<file path="src/rtl/aes_pkcs7_pad_pkg.sv">
// aes_pkg: AES constants, padder FSM state type and a byte-enable popcount helper.
package aes_pkg;

  localparam int unsigned AES_BLOCK_BYTES = 16;
  localparam int unsigned AES_BLOCK_BITS  = 8 * AES_BLOCK_BYTES;
  localparam int unsigned AES128_KEY_LEN  = 128;
  localparam int unsigned AES192_KEY_LEN  = 192;
  localparam int unsigned AES256_KEY_LEN  = 256;

  typedef enum logic [1:0] {
    ST_KEY  = 2'd0,
    ST_IV   = 2'd1,
    ST_DATA = 2'd2,
    ST_PAD  = 2'd3
  } pad_state_e;

  // Number of set bits in a byte-enable vector (zero-extended to 16 bits).
  function automatic logic [4:0] popcount16(input logic [15:0] v);
    logic [4:0] n;
    n = '0;
    for (int i = 0; i < 16; i++) begin
      n = n + 5'(v[i]);
    end
    return n;
  endfunction

endpackage

</file>
<file path="src/rtl/aes_pkcs7_pad_if.sv">
// AXI-Stream channel carrying key, IV and message beats plus the encrypt/decrypt mode bit.
interface aes_pkcs7_pad_if #(
  parameter int unsigned AXIS_WIDTH = 64
);

  logic                    tvalid;
  logic                    tready;
  logic [AXIS_WIDTH-1:0]   tdata;
  logic [AXIS_WIDTH/8-1:0] tkeep;
  logic                    tlast;
  logic                    tuser;

  modport master (output tvalid, tdata, tkeep, tlast, tuser, input tready);
  modport slave  (input tvalid, tdata, tkeep, tlast, tuser, output tready);

endinterface

</file>
<file path="src/rtl/aes_pkcs7_pad_fill.sv">
// aes_pkcs7_fill: replaces every disabled byte of a beat with the PKCS#7 pad value.
module aes_pkcs7_fill #(
  parameter int unsigned AXIS_WIDTH = 64
) (
  input  logic [AXIS_WIDTH-1:0]   word,
  input  logic [AXIS_WIDTH/8-1:0] tkeep,
  input  logic [4:0]              pad,
  output logic [AXIS_WIDTH-1:0]   filled_c
);

  localparam int unsigned BYTES = AXIS_WIDTH / 8;

  // Keep enabled bytes, overwrite the rest with the pad count.
  always_comb begin
    filled_c = word;
    for (int i = 0; i < BYTES; i++) begin
      if (!tkeep[i]) begin
        filled_c[8*i +: 8] = 8'(pad);
      end
    end
  end

endmodule

</file>
<file path="src/rtl/aes_pkcs7_pad.sv">
// aes_pkcs7_pad: forwards key/IV/data beats to the CBC core and appends PKCS#7 padding
// to encrypt messages. Define AES_PAD_ERR_EN to add the sticky Pad_error output.
module aes_pkcs7_pad
  import aes_pkg::*;
#(
  parameter int unsigned AXIS_WIDTH = 64,
  parameter int unsigned KEY_LENGTH = AES256_KEY_LEN
) (
  input  logic            Clk,
  input  logic            Rst,
  aes_pkcs7_pad_if.slave  S_axis,
  aes_pkcs7_pad_if.master M_axis
`ifdef AES_PAD_ERR_EN
  ,
  output logic            Pad_error
`endif
);

  localparam int unsigned BYTES      = AXIS_WIDTH / 8;
  localparam int unsigned KEY_BEATS  = KEY_LENGTH / AXIS_WIDTH;
  localparam int unsigned IV_BEATS   = AES_BLOCK_BITS / AXIS_WIDTH;
  localparam int unsigned CNT_W      = 4;
  localparam int unsigned OFF_W      = 4;
  localparam int unsigned P_W        = 5;
  localparam int unsigned REM_W      = 6;
  localparam int unsigned BYTE_SHIFT = $clog2(BYTES);

  if (!(AXIS_WIDTH == 32 || AXIS_WIDTH == 64 || AXIS_WIDTH == 128)) begin : g_bad_width
    $error("aes_pkcs7_pad: AXIS_WIDTH must be 32, 64 or 128");
  end
  if (!(KEY_LENGTH == AES128_KEY_LEN || KEY_LENGTH == AES192_KEY_LEN ||
        KEY_LENGTH == AES256_KEY_LEN)) begin : g_bad_key
    $error("aes_pkcs7_pad: KEY_LENGTH must be 128, 192 or 256");
  end

  pad_state_e            state_q, state_d;
  logic [CNT_W-1:0]      cnt_q, cnt_d;
  logic [OFF_W-1:0]      off_q, off_d;
  logic                  mode_q, mode_d;
  logic [P_W-1:0]        pad_q, pad_d;
  logic [P_W-1:0]        pad_left_q, pad_left_d;
  logic                  m_valid_q, m_valid_d;
  logic [AXIS_WIDTH-1:0] m_data_q, m_data_d;
  logic [BYTES-1:0]      m_keep_q, m_keep_d;
  logic                  m_last_q, m_last_d;
  logic                  m_user_q, m_user_d;

  logic                  m_adv_c;
  logic                  s_ready_c;
  logic                  s_fire_c;
  logic                  mode_in_c;
  logic [4:0]            pc_c;
  logic [OFF_W-1:0]      off_sum_c;
  logic [P_W-1:0]        p_c;
  logic [REM_W-1:0]      pad_rem_c;
  logic [P_W-1:0]        pad_words_c;
  logic [AXIS_WIDTH-1:0] filled_c;

  // Output register can take a new word when empty or being drained this cycle.
  assign m_adv_c   = !m_valid_q || M_axis.tready;
  assign s_ready_c = !Rst && (state_q != ST_PAD) && m_adv_c;
  assign s_fire_c  = S_axis.tvalid && s_ready_c;

  // Mode comes from tuser of key word 0, then from the latched copy.
  assign mode_in_c = (cnt_q == '0) ? S_axis.tuser : mode_q;

  // Running byte offset within the AES block and the resulting pad count.
  assign pc_c      = popcount16(16'(S_axis.tkeep));
  assign off_sum_c = OFF_W'(5'(off_q) + pc_c);
  assign p_c       = P_W'(AES_BLOCK_BYTES) - P_W'(off_sum_c);

  // Pad bytes left after filling the last beat's holes, expressed in whole words.
  assign pad_rem_c   = REM_W'(p_c) + REM_W'(pc_c);
  assign pad_words_c = (pad_rem_c > REM_W'(BYTES)) ?
                       P_W'((pad_rem_c - REM_W'(BYTES)) >> BYTE_SHIFT) : '0;

  aes_pkcs7_fill #(
    .AXIS_WIDTH (AXIS_WIDTH)
  ) u_fill (
    .word     (S_axis.tdata),
    .tkeep    (S_axis.tkeep),
    .pad      (p_c),
    .filled_c (filled_c)
  );

  // Next-state and output-register loading for the key/IV/data/pad sequence.
  always_comb begin
    state_d    = state_q;
    cnt_d      = cnt_q;
    off_d      = off_q;
    mode_d     = mode_q;
    pad_d      = pad_q;
    pad_left_d = pad_left_q;
    m_valid_d  = m_valid_q && !m_adv_c;
    m_data_d   = m_data_q;
    m_keep_d   = m_keep_q;
    m_last_d   = m_last_q;
    m_user_d   = m_user_q;

    unique case (state_q)
      ST_KEY: begin
        if (s_fire_c) begin
          m_valid_d = 1'b1;
          m_data_d  = S_axis.tdata;
          m_keep_d  = S_axis.tkeep;
          m_last_d  = S_axis.tlast;
          m_user_d  = mode_in_c;
          if (cnt_q == '0) begin
            mode_d = S_axis.tuser;
          end
          if (S_axis.tlast) begin
            cnt_d = '0;
          end else if (cnt_q == CNT_W'(KEY_BEATS - 1)) begin
            state_d = ST_IV;
            cnt_d   = '0;
          end else begin
            cnt_d = cnt_q + CNT_W'(1);
          end
        end
      end

      ST_IV: begin
        if (s_fire_c) begin
          m_valid_d = 1'b1;
          m_data_d  = S_axis.tdata;
          m_keep_d  = S_axis.tkeep;
          m_last_d  = S_axis.tlast;
          m_user_d  = mode_q;
          if (S_axis.tlast) begin
            state_d = ST_KEY;
            cnt_d   = '0;
          end else if (cnt_q == CNT_W'(IV_BEATS - 1)) begin
            state_d = ST_DATA;
            cnt_d   = '0;
            off_d   = '0;
          end else begin
            cnt_d = cnt_q + CNT_W'(1);
          end
        end
      end

      ST_DATA: begin
        if (s_fire_c) begin
          m_valid_d = 1'b1;
          m_user_d  = mode_q;
          off_d     = off_sum_c;
          if (mode_q) begin
            m_keep_d = '1;
            if (S_axis.tlast) begin
              m_data_d   = filled_c;
              m_last_d   = (pad_words_c == '0);
              pad_d      = p_c;
              pad_left_d = pad_words_c;
              off_d      = '0;
              state_d    = (pad_words_c == '0) ? ST_KEY : ST_PAD;
            end else begin
              m_data_d = S_axis.tdata;
              m_last_d = 1'b0;
            end
          end else begin
            m_data_d = S_axis.tdata;
            m_keep_d = S_axis.tkeep;
            m_last_d = S_axis.tlast;
            if (S_axis.tlast) begin
              off_d   = '0;
              state_d = ST_KEY;
            end
          end
        end
      end

      ST_PAD: begin
        if (m_adv_c) begin
          if (pad_left_q != '0) begin
            m_valid_d  = 1'b1;
            m_data_d   = {BYTES{8'(pad_q)}};
            m_keep_d   = '1;
            m_last_d   = (pad_left_q == P_W'(1));
            m_user_d   = mode_q;
            pad_left_d = pad_left_q - P_W'(1);
          end else begin
            state_d = ST_KEY;
            cnt_d   = '0;
          end
        end
      end

      default: begin
        state_d = ST_KEY;
      end
    endcase
  end

  // State and output registers with synchronous reset.
  always_ff @(posedge Clk) begin
    if (Rst) begin
      state_q    <= ST_KEY;
      cnt_q      <= '0;
      off_q      <= '0;
      mode_q     <= 1'b0;
      pad_q      <= '0;
      pad_left_q <= '0;
      m_valid_q  <= 1'b0;
      m_data_q   <= '0;
      m_keep_q   <= '0;
      m_last_q   <= 1'b0;
      m_user_q   <= 1'b0;
    end else begin
      state_q    <= state_d;
      cnt_q      <= cnt_d;
      off_q      <= off_d;
      mode_q     <= mode_d;
      pad_q      <= pad_d;
      pad_left_q <= pad_left_d;
      m_valid_q  <= m_valid_d;
      m_data_q   <= m_data_d;
      m_keep_q   <= m_keep_d;
      m_last_q   <= m_last_d;
      m_user_q   <= m_user_d;
    end
  end

  assign S_axis.tready = s_ready_c;
  assign M_axis.tvalid = m_valid_q;
  assign M_axis.tdata  = m_data_q;
  assign M_axis.tkeep  = m_keep_q;
  assign M_axis.tlast  = m_last_q;
  assign M_axis.tuser  = m_user_q;

`ifdef AES_PAD_ERR_EN
  logic             err_q;
  logic             err_set_c;
  logic [BYTES-1:0] keep_inc_c;

  assign keep_inc_c = S_axis.tkeep + BYTES'(1);

  // Flag malformed framing: bad tkeep shapes, early tlast, unaligned decrypt length.
  always_comb begin
    err_set_c = 1'b0;
    if (s_fire_c) begin
      unique case (state_q)
        ST_KEY, ST_IV: err_set_c = S_axis.tlast;
        ST_DATA: begin
          if (!S_axis.tlast) begin
            err_set_c = (S_axis.tkeep != '1);
          end else begin
            err_set_c = (S_axis.tkeep == '0) ||
                        ((S_axis.tkeep & keep_inc_c) != '0) ||
                        (!mode_q && (off_sum_c != '0));
          end
        end
        default: err_set_c = 1'b0;
      endcase
    end
  end

  // Sticky until reset.
  always_ff @(posedge Clk) begin
    if (Rst) begin
      err_q <= 1'b0;
    end else if (err_set_c) begin
      err_q <= 1'b1;
    end
  end

  assign Pad_error = err_q;
`endif

endmodule

</file>
<file path="src/flat_wrapper.sv">
// flat-port wrapper written by rule: the top's interface ports become plain ports
module aes_pkcs7_pad_flat import aes_pkg::*;
#(
  parameter int unsigned AXIS_WIDTH = 64,
  parameter int unsigned KEY_LENGTH = AES256_KEY_LEN
)
  (Clk, Rst, S_axis_tvalid, S_axis_tdata, S_axis_tkeep, S_axis_tlast, S_axis_tuser, S_axis_tready, M_axis_tvalid, M_axis_tdata, M_axis_tkeep, M_axis_tlast, M_axis_tuser, M_axis_tready);
  aes_pkcs7_pad_if #(.AXIS_WIDTH(AXIS_WIDTH)) S_axis_i ();
  aes_pkcs7_pad_if #(.AXIS_WIDTH(AXIS_WIDTH)) M_axis_i ();
  input  logic Clk;
  input  logic Rst;
  input wire logic [$bits(S_axis_i.tvalid)-1:0] S_axis_tvalid;
  input wire logic [$bits(S_axis_i.tdata)-1:0] S_axis_tdata;
  input wire logic [$bits(S_axis_i.tkeep)-1:0] S_axis_tkeep;
  input wire logic [$bits(S_axis_i.tlast)-1:0] S_axis_tlast;
  input wire logic [$bits(S_axis_i.tuser)-1:0] S_axis_tuser;
  output wire logic [$bits(S_axis_i.tready)-1:0] S_axis_tready;
  output wire logic [$bits(M_axis_i.tvalid)-1:0] M_axis_tvalid;
  output wire logic [$bits(M_axis_i.tdata)-1:0] M_axis_tdata;
  output wire logic [$bits(M_axis_i.tkeep)-1:0] M_axis_tkeep;
  output wire logic [$bits(M_axis_i.tlast)-1:0] M_axis_tlast;
  output wire logic [$bits(M_axis_i.tuser)-1:0] M_axis_tuser;
  input wire logic [$bits(M_axis_i.tready)-1:0] M_axis_tready;
  assign S_axis_i.tvalid = S_axis_tvalid;
  assign S_axis_i.tdata = S_axis_tdata;
  assign S_axis_i.tkeep = S_axis_tkeep;
  assign S_axis_i.tlast = S_axis_tlast;
  assign S_axis_i.tuser = S_axis_tuser;
  assign S_axis_tready = S_axis_i.tready;
  assign M_axis_tvalid = M_axis_i.tvalid;
  assign M_axis_tdata = M_axis_i.tdata;
  assign M_axis_tkeep = M_axis_i.tkeep;
  assign M_axis_tlast = M_axis_i.tlast;
  assign M_axis_tuser = M_axis_i.tuser;
  assign M_axis_i.tready = M_axis_tready;
  aes_pkcs7_pad #(.AXIS_WIDTH(AXIS_WIDTH), .KEY_LENGTH(KEY_LENGTH)) u_core (.Clk(Clk), .Rst(Rst), .S_axis(S_axis_i), .M_axis(M_axis_i));
endmodule
</file>
<file path="config.mk">
export PLATFORM = sky130hd
export DESIGN_NAME = aes_pkcs7_pad_flat
export DESIGN_NICKNAME = d
export VERILOG_FILES = /design/src/rtl/aes_pkcs7_pad_pkg.sv /design/src/rtl/aes_pkcs7_pad_if.sv /design/src/rtl/aes_pkcs7_pad_fill.sv /design/src/rtl/aes_pkcs7_pad.sv /design/src/flat_wrapper.sv
export SDC_FILE = /design/constraint.sdc
export NUM_CORES = 1
export LEC_CHECK = 0
export BUFFER_PORTS_ARGS = -buffer_cell sky130_fd_sc_hd__buf_2
export CAP_MARGIN = 20
export CORE_MARGIN = 2
export CORE_UTILIZATION = 29
export DETAILED_ROUTE_END_ITERATION = 12
export PLACE_DENSITY_LB_ADDON = 0.2
export SETUP_SLACK_MARGIN = 0.2
export SLEW_MARGIN = 20
export SYNTH_ARGS = -nofsm -noshare
export SYNTH_HDL_FRONTEND = slang
export SYNTH_SLANG_ARGS = --single-unit
</file>
<file path="constraint.sdc">
create_clock -name Clk -period 14.45 [get_ports Clk]
set_clock_uncertainty 0.05 [all_clocks]
set_input_delay 2.1675 -clock Clk [delete_from_list [all_inputs] [get_ports Clk]]
set_output_delay 2.1675 -clock Clk [all_outputs]
set_load 0.02 [all_outputs]
</file>
# Yosys cells after proc, flatten, opt, wreduce, memory -nomap -nowiden
# Cells that the tools add are included.
[totals] reg_bits=96 word_cells=147
[classes] add_sub_neg=13 magnitude_cmp=1 n_eq_ne=22 muxes=74 n_reduce_logical=26
[ops] cell="64-bit 2-to-1 mux" count=6
[ops] cell="64-bit case mux with 3 select lines" count=1
[ops] cell="8-bit 2-to-1 mux" count=13
[ops] cell="4-bit 2-to-1 mux" count=13
[ops] cell="5-bit by 1-bit adder with 5-bit output" count=6
[ops] cell="2-bit 2-to-1 mux" count=13
[ops] cell="5-bit 2-to-1 mux" count=5
[ops] cell="8-bit case mux with 3 select lines" count=1
[ops] cell="2-bit by 1-bit != test with 1-bit output (second input constant)" count=10
[ops] cell="1-bit 2-to-1 mux" count=14
[ops] cell="4-bit case mux with 3 select lines" count=1
[ops] cell="4-bit AND reduction" count=3
[ops] cell="2-bit != test (second input constant)" count=5
[ops] cell="5-bit case mux with 2 select lines" count=1
[ops] cell="5-bit AND reduction" count=2
[ops] cell="9-bit AND reduction" count=1
[ops] cell="2-bit case mux with 4 select lines" count=1
[ops] cell="4-bit case mux with 2 select lines" count=1
[ops] cell="5-bit by 5-bit adder with 6-bit output" count=1
[ops] cell="6-bit by 4-bit greater-than comparator with 1-bit output (second input constant)" count=1
[ops] cell="1-bit case mux with 3 select lines" count=2
[ops] cell="6-bit AND reduction" count=1
[ops] cell="6-bit by 4-bit subtractor with 6-bit output (second input constant)" count=1
[ops] cell="5-bit by 1-bit equality test with 1-bit output (second input constant)" count=1
[ops] cell="other kinds (24)" count=32

# Depth between registers and ports, before layout
[depth] word_depth=18 depth_mapped=22 depth_no_buf=22

# By module
# From an unflattened synthesis, not the netlist that was laid out.
[hier_totals] cells_unflattened=729 area_unflattened_um2=6437.4
[modules_own_cells] module="aes_pkcs7_pad" n_inst=1 cells_per_inst=657 area_each_um2=5566.6 seq_area_each_um2=1921.8
[modules_own_cells] module="aes_pkcs7_fill" n_inst=1 cells_per_inst=72 area_each_um2=870.8 seq_area_each_um2=0.0

# Worst setup path before layout
# Ideal clock, no wire load.
[synth_timing] kind="input -> register" start="in S_axis_tkeep[0]" end="reg u_core.state_q[0]" arrival_ps=7283 slack_ps=7028 cell_stages=21 n_path_buf=0 path_cell_list="ha_1 -> inv_1 -> fa_1 -> fa_1 -> fa_1 -> fa_1 -> inv_1 -> fa_1 -> inv_1 -> ha_1 -> xnor2_1 -> inv_1 -> ha_1 -> inv_1 -> o21bai_1 -> a21oi_1 -> xnor2_1 -> ha_1 -> xor2_1 -> o2111ai_1 -> a311oi_2"
[synth_via] elab_chain_cells=18 elab_cells_between_ends=19
[synth_lines] item="start: declaration" line="flat_wrapper.sv:14" text="input wire logic [$bits(S_axis_i.tkeep)-1:0] S_axis_tkeep;"
[synth_lines] item="1-bit by 1-bit adder with 2-bit output *" line="aes_pkcs7_pad_pkg.sv:22" text="n = n + 5'(v[i]);"
[synth_lines] item="5-bit by 1-bit adder with 5-bit output * (6 in a row)" line="aes_pkcs7_pad_pkg.sv:22"
[synth_lines] item="4-bit adder *" line="aes_pkcs7_pad.sv:69" text="assign off_sum_c = OFF_W'(5'(off_q) + pc_c);"
[synth_lines] item="5-bit by 4-bit subtractor with 5-bit output *" line="aes_pkcs7_pad.sv:70" text="assign p_c = P_W'(AES_BLOCK_BYTES) - P_W'(off_sum_c);"
[synth_lines] item="net u_core.p_c[2]" line="aes_pkcs7_pad.sv:54" text="logic [P_W-1:0] p_c;"
[synth_lines] item="5-bit by 5-bit adder with 6-bit output *" line="aes_pkcs7_pad.sv:73" text="assign pad_rem_c = REM_W'(p_c) + REM_W'(pc_c);"
[synth_lines] item="6-bit by 4-bit subtractor with 6-bit output or 6-bit by 4-bit greater-than comparator with 1-bit output (tied branches)" line="aes_pkcs7_pad.sv:75, aes_pkcs7_pad.sv:74"
[synth_lines] item="3-bit 2-to-1 mux *" line="aes_pkcs7_pad.sv:74" text="assign pad_words_c = (pad_rem_c > REM_W'(BYTES)) ?"
[synth_lines] item="5-bit zero test *" line="aes_pkcs7_pad.sv:155" text="state_d = (pad_words_c == '0) ? ST_KEY : ST_PAD;"
[synth_lines] item="2-bit 2-to-1 mux *" line="aes_pkcs7_pad.sv:155"
[synth_lines] item="2-bit 2-to-1 mux *" line="aes_pkcs7_pad.sv:149" text="if (S_axis.tlast) begin"
[synth_lines] item="2-bit 2-to-1 mux *" line="aes_pkcs7_pad.sv:147" text="if (mode_q) begin"
[synth_lines] item="2-bit 2-to-1 mux *" line="aes_pkcs7_pad.sv:143" text="if (s_fire_c) begin"
[synth_lines] item="2-bit case mux with 4 select lines *" line="aes_pkcs7_pad.sv:100" text="unique case (state_q)"
[synth_lines] item="end signal: assignment" line="aes_pkcs7_pad.sv:209" text="state_q <= state_d;"
[synth_lines] item="end: declaration" line="aes_pkcs7_pad.sv:36" text="pad_state_e state_q, state_d;"
# Mark *: on every way through the listed nets, which the timed path passes. The rest lies on a longest branch. The select of a mux whose other input is x is not followed.
# A chain may end at the register's enable or synchronous reset.

# Final worst setup path
# Ends and elaborated chain as after synthesis.

==> flow_summary.ini <==
[global_routing]
grt_first_pass_wirelength_um = 25300
grt_usage_pct = 17.5
grt.overflow.total = 0
grt_max_degree = 85
antenna_found_initial = 1
grt_pass1_vias = 4726

[finish]
nets = 862
fin_area_sq_um = 6210
multi_input_area_sq_um = 2800
nFillCells = 1876
layout-drive-gt1-share_pct = 24.7
syn_to_final_growth_pct = 23.9
seqCellArea_sq_um = 1920

[yosys]
synth_edf_count = 0
synthesis.area_sq_um = 5010
synthesis.nets = 743
synth_seq_cells = 96
ys_seq_area_share_pct = 38.3
postSynth.asyncResetShare_pct = 0
synth.distinct_cells = 52
synth_cells = 638
syn_area_per_cell_sq_um = 7.86
synth_area_leaders = dfxtp_1, nor2_1, ha_1
synth_area_leader_cell = dfxtp_1
synth_flop_cell = dfxtp_1
synth_top_area_share_pct = 38.3
yosys_warnings = 0

[sta]
hold_viol_final = 0
drv_slew = 0
fin_setup_tns_ns = 0
finalCriticalPeriod_ns = 7.92
clock.fmax_mhz = 126
period_share_pct = 54.8
rsz0062_at_grt = no
setup_viol = 0
relSlewSlack_pct = 35.2
worstMarginPinSlew_ns = 0.972

[critical_path]
criticalPathCategory = in -> reg
endpoint_kind = flop
critPathArrivalTime_ns = 8.13
crit_path_start_kind = primary input
critPathMaxFanout = 10
required_ns = 14.66

[cts]
hold_buffers = 0
clk_transition_reported_paths_ns = 0.07
cts_setup_buffers = 0
root_buffer = clkbuf_16
cts_resized = 0
tritoncts = built
h-tree-depth = 3
clk_path_buf_depth = 2
clk_latency_ns = 0.35
clock_sinks = 96
cts_buffers = 9

[run_status]
status = finished, final reports clean

[drt]
drc = 0
initialDrtViolationCount = 330
vias = 4964
vias_per_cell = 5.02
wl_per_cell_um = 16.4
drt-total-wl_um = 16200
ant_nets = 0
firstDrtPassIters = 5

[floorplan]
num_rows = 48
initial_core_util_pct = 29.3
die_y_um = 136
die_area_sq_um = 18400
ioPinCount = 154
die_w_um = 136
core_sq_um = 17100

[power_and_ir_drop]
leakagePower_nw = 2.76
peakVddDrop_v = 0.0000644
p_per_area_nw_per_um2 = 136

[worst_hold_path]
holdCritPathClass = reg -> reg

[place]
place_congestion = 0.810
dpl.hpwl_um = 11400
io_buffers = 153
placed_area_sq_um = 5900

[flow_run]
maxCapViolCount = 0
metal layers:
layer / global-route usage [%] / wire, um
met1: 23.2 / 7580
met2: 28.1 / 7540
met3: 3.63 / 774
met4: 6.08 / 269
met5: 0 / 0
where the power goes:
group          switching, mW  internal, mW  total (mW)
Combinational          0.192         0.104       0.296
Sequential            0.0123         0.290       0.302
Clock                  0.108         0.141       0.249
synth_stat cells, drive strengths merged (16+ instances only):
cell type   n
ha         22
o22ai      16
nor2       80
nor3       24
o21ai      49
clkbuf     36
a21oi      52
dfxtp      96
nand4      26
nand3      27
nand2      59
inv        29
logic make-up (layout without fill, tap and decap cells):
logic type | after synthesis | in the layout | share of synthesized area, %
mux | 9 | 9 | 1.90
buf+inv | 78 | 202 | 6.06
xor+xnor | 11 | 11 | 2.35
simple gates | 243 | 243 | 22.6
fa+ha+maj | 27 | 27 | 7.49
flops | 96 | 96 | 38.3
compound gates | 174 | 174 | 21.3
other cells | 0 | 1 | 0
cells in the final DEF (no fill, tap or decap), drive strengths merged, types with 2 or more instances in the layout:
master	n
dfxtp	96
or2	2
a221oi	6
o22ai	16
a31oi	12
xnor2	7
buf	157
a211oi	13
nand3	27
o21ai	49
and3	4
nand2	59
a311oi	5
o31ai	4
mux2i	5
clkbuf	11
nor4b	2
nor2	80
nor2b	4
o21a	2
o2111ai	6
nor3	24
ha	22
inv	31
o21bai	2
mux2	4
and2	3
a21oi	52
xor2	3
nor3b	2
or3	2
fa	5
nand2b	5
nor4	2
nand4	26
final timing paths:
| check | cells after the start | from | slack [ns] | to |
|---|---|---|---|---|
| max | 22 | S_axis_tkeep[0] | 6.53 | u_core.state_q[0] |
| min | 2 | u_core.M_axis.tdata[47] | 0.40 | u_core.M_axis.tdata[47] |
| max reg2reg | 15 | u_core.off_q[0] | 10.18 | u_core.state_q[0] |
| min reg2reg | 2 | u_core.M_axis.tdata[47] | 0.40 | u_core.M_axis.tdata[47] |
sequential cells by signal (all words and copies together), names as in the netlist, named ones only:
signal	flops
u_core.M_axis.tdata	64
u_core.M_axis.tkeep	8
u_core.pad_left_q	5
u_core.pad_q	5
u_core.cnt_q	4
u_core.off_q	4
u_core.state_q	2
u_core.M_axis.tlast	1
u_core.M_axis.tuser	1
u_core.mode_q	1
per-stage QoR:
step | util (%) | hold WS, ns | worst slack, ns | power [mW] | instances
5_1_grt | 36.3 | 0.412 | 6.27 | 0.904 | 987
3_5_place_dp | 34.5 | 0.391 | 6.23 | 0.604 | 971
6_report | 36.3 | 0.401 | 6.53 | 0.847 | 988
3_3_place_gp | 34.5 | 0.387 | 6.31 | 0.602 | 971
4_1_cts | 36.3 | 0.402 | 6.55 | 0.856 | 987
2_1_floorplan | - | 0.395 | 7.03 | 0.522 | 638
area by class of cell:
cell class,count,share of cell area (%)
Inverter,29,1.75
Clock buffer,11,3.91
Antenna cell,1,0.0403
Multi-Input combinational cell,464,45.0
Clock inverter,5,1.03
Timing Repair Buffer,157,12.8
Sequential cell,96,30.9
Tap cell,225,4.53
worst max-delay path, stage by stage:
cell and delay, ns:
buf_2 0.14, ha_1 0.28, inv_1 0.04, fa_1 0.50, fa_1 0.43, fa_1 0.41, fa_1 0.50, inv_1 0.08
fa_1 0.54, inv_1 0.06, ha_1 0.20, xnor2_1 0.74, inv_1 0.14, ha_1 0.34, inv_1 0.06, o21bai_1 0.09
a21oi_1 0.38, xnor2_1 0.17, ha_1 0.18, xor2_1 0.22, o2111ai_1 0.19, a311oi_2 0.27
Power figures use the tool's default switching activity.
